<file path="src/rtl/synaptic_current_accumulator.sv">
// Sums spike-gated sign-magnitude synaptic weights onto a bias current and hands
// the saturated total to the neuron-update stage over a valid/ready handshake.
module synaptic_current_accumulator #(
  parameter int unsigned NUMWIDTH = 16,
  parameter int unsigned CNTW     = 8
) (
  input  logic                clk,
  input  logic                rst_n,
  input  logic                start,
  input  logic [NUMWIDTH:0]   bias,
  input  logic                w_valid,
  output logic                w_ready,
  input  logic [7:0]          w_data,
  input  logic                w_spike,
  input  logic                w_last,
  output logic                i_valid,
  input  logic                i_ready,
  output logic [NUMWIDTH:0]   i_data,
  output logic [CNTW-1:0]     i_count,
  output logic                i_sat
);

  typedef enum logic [1:0] {StIdle, StAccum, StDone} state_e;

  localparam logic [NUMWIDTH-1:0] MagMax = '1;

  state_e              state_q;
  logic                w_ready_q;
  logic                i_valid_q;
  logic [NUMWIDTH:0]   acc_q;
  logic [CNTW-1:0]     count_q;
  logic                sat_q;

  logic                accept;
  logic                a_sgn;
  logic                w_sgn;
  logic [NUMWIDTH-1:0] a_mag;
  logic [NUMWIDTH-1:0] w_mag;
  logic [NUMWIDTH:0]   mag_sum;
  logic                sum_sgn;
  logic [NUMWIDTH-1:0] sum_mag;
  logic                sum_ovf;
  logic [NUMWIDTH:0]   bias_norm;
  logic [CNTW-1:0]     count_inc;

  assign accept = w_valid && w_ready_q;

  // Sign-magnitude add of the accumulator and the incoming weight.
  always_comb begin
    a_sgn   = acc_q[NUMWIDTH];
    a_mag   = acc_q[NUMWIDTH-1:0];
    w_sgn   = w_data[7];
    w_mag   = {{(NUMWIDTH - 7){1'b0}}, w_data[6:0]};
    mag_sum = {1'b0, a_mag} + {1'b0, w_mag};
    sum_sgn = a_sgn;
    sum_mag = a_mag;
    sum_ovf = 1'b0;
    if (a_sgn == w_sgn) begin
      if (mag_sum[NUMWIDTH]) begin
        sum_mag = MagMax;
        sum_ovf = 1'b1;
      end else begin
        sum_mag = mag_sum[NUMWIDTH-1:0];
      end
    end else if (a_mag > w_mag) begin
      sum_mag = a_mag - w_mag;
    end else if (w_mag > a_mag) begin
      sum_sgn = w_sgn;
      sum_mag = w_mag - a_mag;
    end else begin
      // Equal magnitudes cancel to the canonical +0.
      sum_sgn = 1'b0;
      sum_mag = '0;
    end
  end

  always_comb begin
    bias_norm = (bias[NUMWIDTH-1:0] == '0) ? '0 : bias;
    count_inc = (count_q == '1) ? count_q : count_q + CNTW'(1);
  end

  always_ff @(posedge clk or negedge rst_n) begin
    if (!rst_n) begin
      state_q   <= StIdle;
      w_ready_q <= 1'b0;
      i_valid_q <= 1'b0;
      acc_q     <= '0;
      count_q   <= '0;
      sat_q     <= 1'b0;
    end else begin
      case (state_q)
        StIdle: begin
          if (start) begin
            state_q   <= StAccum;
            w_ready_q <= 1'b1;
            acc_q     <= bias_norm;
            count_q   <= '0;
            sat_q     <= 1'b0;
          end
        end
        StAccum: begin
          if (accept) begin
            if (w_spike) begin
              acc_q   <= {sum_sgn, sum_mag};
              count_q <= count_inc;
              if (sum_ovf) begin
                sat_q <= 1'b1;
              end
            end
            // A non-spiking last word still closes the accumulation.
            if (w_last) begin
              state_q   <= StDone;
              w_ready_q <= 1'b0;
              i_valid_q <= 1'b1;
            end
          end
        end
        StDone: begin
          if (i_ready) begin
            state_q   <= StIdle;
            i_valid_q <= 1'b0;
          end
        end
        default: begin
          state_q   <= StIdle;
          w_ready_q <= 1'b0;
          i_valid_q <= 1'b0;
        end
      endcase
    end
  end

  assign w_ready = w_ready_q;
  assign i_valid = i_valid_q;
  assign i_data  = acc_q;
  assign i_count = count_q;
  assign i_sat   = sat_q;

endmodule
</file>
<file path="config.mk">
export PLATFORM = sky130hd
export DESIGN_NAME = synaptic_current_accumulator
export DESIGN_NICKNAME = d
export VERILOG_FILES = /design/src/rtl/synaptic_current_accumulator.sv
export SDC_FILE = /design/constraint.sdc
export NUM_CORES = 1
export LEC_CHECK = 0
export BUFFER_PORTS_ARGS = -buffer_cell sky130_fd_sc_hd__buf_2
export CORE_ASPECT_RATIO = 1.2
export CORE_UTILIZATION = 41
export DETAILED_ROUTE_END_ITERATION = 16
export PLACE_DENSITY = 0.59
export SLEW_MARGIN = 20
export SYNTH_ARGS = -nofsm -noshare
export SYNTH_HDL_FRONTEND = slang
export SYNTH_SLANG_ARGS = --single-unit
</file>
<file path="constraint.sdc">
create_clock -name clk -period 3.5 [get_ports clk]
set_input_delay 0.875 -clock clk [delete_from_list [all_inputs] [get_ports clk]]
set_output_delay 0.875 -clock clk [all_outputs]
set_load 0.05 [all_outputs]
</file>
Yosys cells after proc, flatten, opt, wreduce, memory -nomap -nowiden
Cells that the tools add are included.

RAM bits: 0. Memories kept: 0. Register bits: 30. Input bits: 32. Latch bits: 0. Bits in read-only memories: 0.

Reductions and logical operators: 11. Equality and inequality tests: 13. Div/mod/pow operators: 0. Shift-type cells: 0. $add $sub $neg: 4. Mux-type cells: 37. Order comparisons: 2. Multiply operators: 0. Bitwise logic cells: 2.

Operators by type and width (number): two-way mux 17 bit (4); two-way mux 16 bit (4); one-hot mux 17 bit (2 select lines) (1); two-way mux 8 bit (4); != test 2 bit, second input constant (9); adder 16 x 7 -> 17 bit (1); greater-than comparator 16 x 7 -> 1 bit (1); greater-than comparator 7 x 16 -> 1 bit (1); zero test 16 bit (1); one-hot mux 8 bit (2 select lines) (1); AND reduction 4 bit (4); subtractor 16 x 7 -> 16 bit (1); subtractor 7 x 16 -> 16 bit (1); two-way mux 1 bit (15); AND reduction 5 bit (2); adder 8 x 1 -> 8 bit, second input constant (1); equality test 8 bit, second input constant (1); two-way mux 2 bit (4); one-hot mux 1 bit (3 select lines) (2); one-hot mux 2 bit (3 select lines) (1); AND reduction 6 bit (1); equality test 2 x 1 -> 1 bit, second input constant (1); equality test 2 bit, second input constant (1); zero test 2 bit (1); other kinds (5) (6).

Logic depth before layout (Yosys ltp)
Depth in word-level cells: 7. Gate-level depth with buffers: 10.

Least setup slack after synthesis
OpenSTA, ideal clock, no wires.

Path type: input to register. From: input port w_data[0]. To: register acc_q[5], in the netlist i_data[5]. Stages on the path: 9. Slack: 0.226 ns. Path buffers: 1. Data required time: 3.374 ns. Arrival: 3.148 ns. Path through: ha_1 > fa_1 > nand2b_1 > a211oi_1 > or2_2 > clkbuf_1 > nor3_1 > a211o_1 > a221o_1.

Word-level cells in the longest chain between the ends: 7. Elaborated cells between the ends (all ways): 12. Those cells by class: 3 x add/sub; 2 x order compare; 7 x mux.

Ends and longest elaborated chain: from (decl) (line 13) `input logic [7:0] w_data,`; subtractor 7 x 16 -> 16 bit or greater-than comparator 7 x 16 -> 1 bit (tied branches) (line 69, 67); two-way mux 16 bit (line 67) `end else if (w_mag > a_mag) begin`; two-way mux 16 bit (line 65) `end else if (a_mag > w_mag) begin`; two-way mux 16 bit (*) (line 58) `if (a_sgn == w_sgn) begin`; two-way mux 17 bit (*) (line 103) `if (w_spike) begin`; two-way mux 17 bit (*) (line 102) `if (accept) begin`; one-hot mux 17 bit (2 select lines) (*) (line 91) `case (state_q)`; to (signal assigned) (line 96) `acc_q <= bias_norm;`; to (signal assigned) (line 104) `acc_q <= {sum_sgn, sum_mag};`; to (decl) (line 30) `logic [NUMWIDTH:0] acc_q;`.

Every way passes the cells marked *; elsewhere a longest branch is shown, timed or not. The select of a mux whose other input is x is not followed. A chain may end at the register's enable or synchronous reset.

Worst setup path in the final report
From: input port w_data[3]. To: register acc_q[5], in the netlist i_data[5].

The elaborated chain is that of the path after synthesis.

==> impl_metrics.tcl <==
set metrics [dict create \
    postCtsSetupRepairBufs 0 \
    routedWlPerCell_um 18.5 \
    p_leak_nw 1.74 \
    drive_gt1_share_pct 21.0 \
    final-hold-violation-count 0 \
    hp-start "i_valid" \
    fin_crit_sh_pct 87.5 \
    r2r_end "i_data[9]" \
    yosysUniqueCellTypes 68 \
    vias_per_cell 6.20 \
    cpMostUsedCell "a21oi_1" \
    initial_core_util_pct 42.6 \
    pin_count 60 \
    antenna_cells 0 \
    holdBufCountCts 0 \
    row_count 35 \
    fillCellCount 786 \
    clk_latency_ns 0.29 \
    syn-num-nets 490 \
    placed_area_mm2 0.00379 \
    synth_edf_count 0 \
    die_w_um 84.0 \
    rsz0062_at_grt "false" \
    timing.rr.start "i_data[5]" \
    yosys_register_bits 30 \
    slew_viol_final 0 \
    avgSynthCellArea_um2 7.63 \
    htree_levels 2 \
    holdPathStages 2 \
    wirelength_um 11000 \
    synth-async-reset-ratio_pct 100 \
    synth-main-ff-cell "dfrtp_1" \
    crit_fanout 11 \
    hp-class "reg -> reg" \
    clock.fmax_mhz 326 \
    grt_max_degree 31 \
    power.total_mw 3.80 \
    cts_tree "done" \
    cts_resized 0 \
    overflow 0 \
    synth_cells 433 \
    status "complete, no violations" \
    setup_viol 0 \
    power.density_mw_per_mm2 979 \
    cp.required_ns 3.68 \
    min_to "i_valid" \
    drc_errors 0 \
    maxCapViolCount 0 \
    skew_ns 0.00785 \
    vias 3669 \
    area_delta_synth_final_pct 17.5 \
    fp.dieArea_mm2 0.00842 \
    ant_nets 0 \
    drt-pass1-iter-count 5 \
    clk_pin_slew_worst_paths_ns 0.08 \
    slowest_delay_ns 0.48 \
    syn_area_mm2 0.00330 \
    reg2reg_setup_slack_ns 0.70 \
    die_h_um 100 \
    cts-root-buf "clkbuf_8" \
    cts_buffers 5 \
    cp_slowest_cell "o21ai_0" \
    r2r_cells 7 \
    postLayoutCellArea_mm2 0.00388 \
    gp_congestion 0.941 \
    vdd_ir_drop_max_mv 0.435 \
    min_period_ns 3.06 \
    cts_max_path_buffers 2 \
    holdWs_ns 0.514 \
    core-area_mm2 0.00775 \
    yosysWarnings 0 \
    grt_pass1_vias 3499 \
    layout.nets 556 \
    antenna_found_initial 0 \
    cp-end-kind "register" \
    start_kind "input pin" \
    cts.sinks 30 \
    critPathKind "in -> reg" \
    drtIter0Drc 287 \
    relSlewSlack_pct 32.9 \
    max_slew.worst_pin.slew_ns 0.996 \
    portBuffers 59 \
    tns_ns 0 \
    grt_usage_pct 26.9 \
    grt_first_pass_wirelength_um 17800 \
    arrival_ns 3.25 \
    crit_chain "buf_2 > inv_1 > ha_1 > a21oi_1 > a21oi_1 > o21ai_0 > nor3_1 > a211o_1 > a221o_1" \
    hpwl_um 8250 \
    seq_area_frac_synth_pct 22.7 \
]
-- per-layer routing --
| layer | global-route usage, % | part of all wire, % | vias to the layer above |
|---|---|---|---|
| met5 | 0 | 0 | - |
| met4 | 9.95 | 2.7 | 0 |
| met3 | 3.95 | 6.0 | 26 |
| met2 | 45.1 | 46 | 167 |
| met1 | 35.1 | 45 | 1731 |
| li1 | - | - | 1745 |
-- worst max-delay path: cells and delay by family --
family / cells / cell delay (ns)
adders and majority gates: 1 / 0.45
and+or+nand+nor: 1 / 0.23
AOI/OAI and AO/OA: 5 / 1.52
buffers and inverters: 2 / 0.17
-- area by class of cell --
class,count,area (um2),area share (%)
clock inverters,1,5.00,0.129
inverters,26,97.6,2.51
flip-flops and latches,30,751,19.3
well taps,92,115,2.96
multi-input cells,355,2370,61.0
repair buffers,81,460,11.9
clock buffers,7,86.3,2.22
-- per-stage QoR --
stage | util (%) | instances | setup slack (ns)
3_5_place_dp | 48.9 | 584 | 0.217
3_3_place_gp | 48.9 | 584 | 0.265
2_1_floorplan | - | 433 | 0.226
4_1_cts | 50.1 | 592 | 0.500
6_report | 50.1 | 592 | 0.437
5_1_grt | 50.1 | 592 | 0.227
-- sequential cells by signal, summed over array words and instances (netlist names) --
signal   cells
w_ready      1
i_valid      1
i_data      17
i_sat        1
state_q      2
i_count      8
-- how the worst max path moves through the flow --
| stage | start | to | slack [ns] | cells after the start |
|---|---|---|---|---|
| 6_report | w_data[3] | i_data[5] | 0.44 | 9 |
| 5_1_grt | w_data[5] | i_data[9] | 0.23 | 9 |
| 4_1_cts | w_data[0] | i_data[5] | 0.50 | 11 |
| 3_5_place_dp | w_data[3] | i_data[5] | 0.22 | 9 |
| 3_3_place_gp | w_data[0] | i_data[5] | 0.26 | 10 |
| 2_1_floorplan | w_data[0] | i_data[5] | 0.23 | 9 |
-- synth_stat cells (3+ instances only) --
cell type,n,area share (%)
dfrtp_1,30,23
clkbuf_1,18,2.0
fa_1,3,1.8
o31ai_1,9,2.0
a221oi_1,3,0.80
a31oi_1,13,2.5
o21bai_1,3,0.68
and3_1,4,0.76
ha_1,22,8.3
o21ai_0,25,3.8
o211ai_1,3,0.68
a21oi_1,27,4.1
nor2_1,41,4.7
a21o_1,9,2.0
nand4_1,9,1.7
inv_1,25,2.8
a21boi_0,3,0.68
xor2_1,7,1.9
nor2b_1,4,0.76
o21a_1,3,0.68
nand4b_1,3,0.80
nand3_1,15,2.3
or2_2,3,0.57
nor3_1,15,2.3
nand2b_1,6,1.1
a211oi_1,11,2.5
mux2i_1,3,0.91
or3_1,4,0.76
xnor2_1,12,3.2
o311ai_0,3,0.80
and2_1,5,0.95
nor4_1,7,1.3
nand2_1,38,4.3
-- cells in the final DEF, fill, tap and decap left out, types with 4 or more instances in the layout --
master    count
buf_2        59
nor2_1       41
nand2_1      38
dfrtp_1      30
a21oi_1      26
inv_1        25
o21ai_0      25
ha_1         22
buf_4        22
nand3_1      15
nor3_1       15
a31oi_1      13
xnor2_1      12
a211oi_1     11
nand4_1       9
a21o_1        9
o31ai_1       9
xor2_1        7
nor4_1        7
nand2b_1      6
clkbuf_8      6
and2_1        5
or3_1         4
nor2b_1       4
and3_1        4
-- logic make-up (layout without fill, tap and decap cells) --
logic type,after synthesis,in the layout,share of synthesized area [%]
AOI/OAI and AO/OA,140,140,29.2
xor gates and xnor gates,19,19,5.04
adders and majority gates,25,25,10.1
buffers and inverters,48,115,5.76
DFF,30,30,22.7
muxes,4,4,1.25
and+or+nand+nor,167,167,25.9
-- power breakdown --
part	internal, mW	switching, mW
registers	0.477	0.264
clock network	0.159	0.153
logic	0.971	1.78
total	1.61	2.19
(Power assumes the default switching activity.)
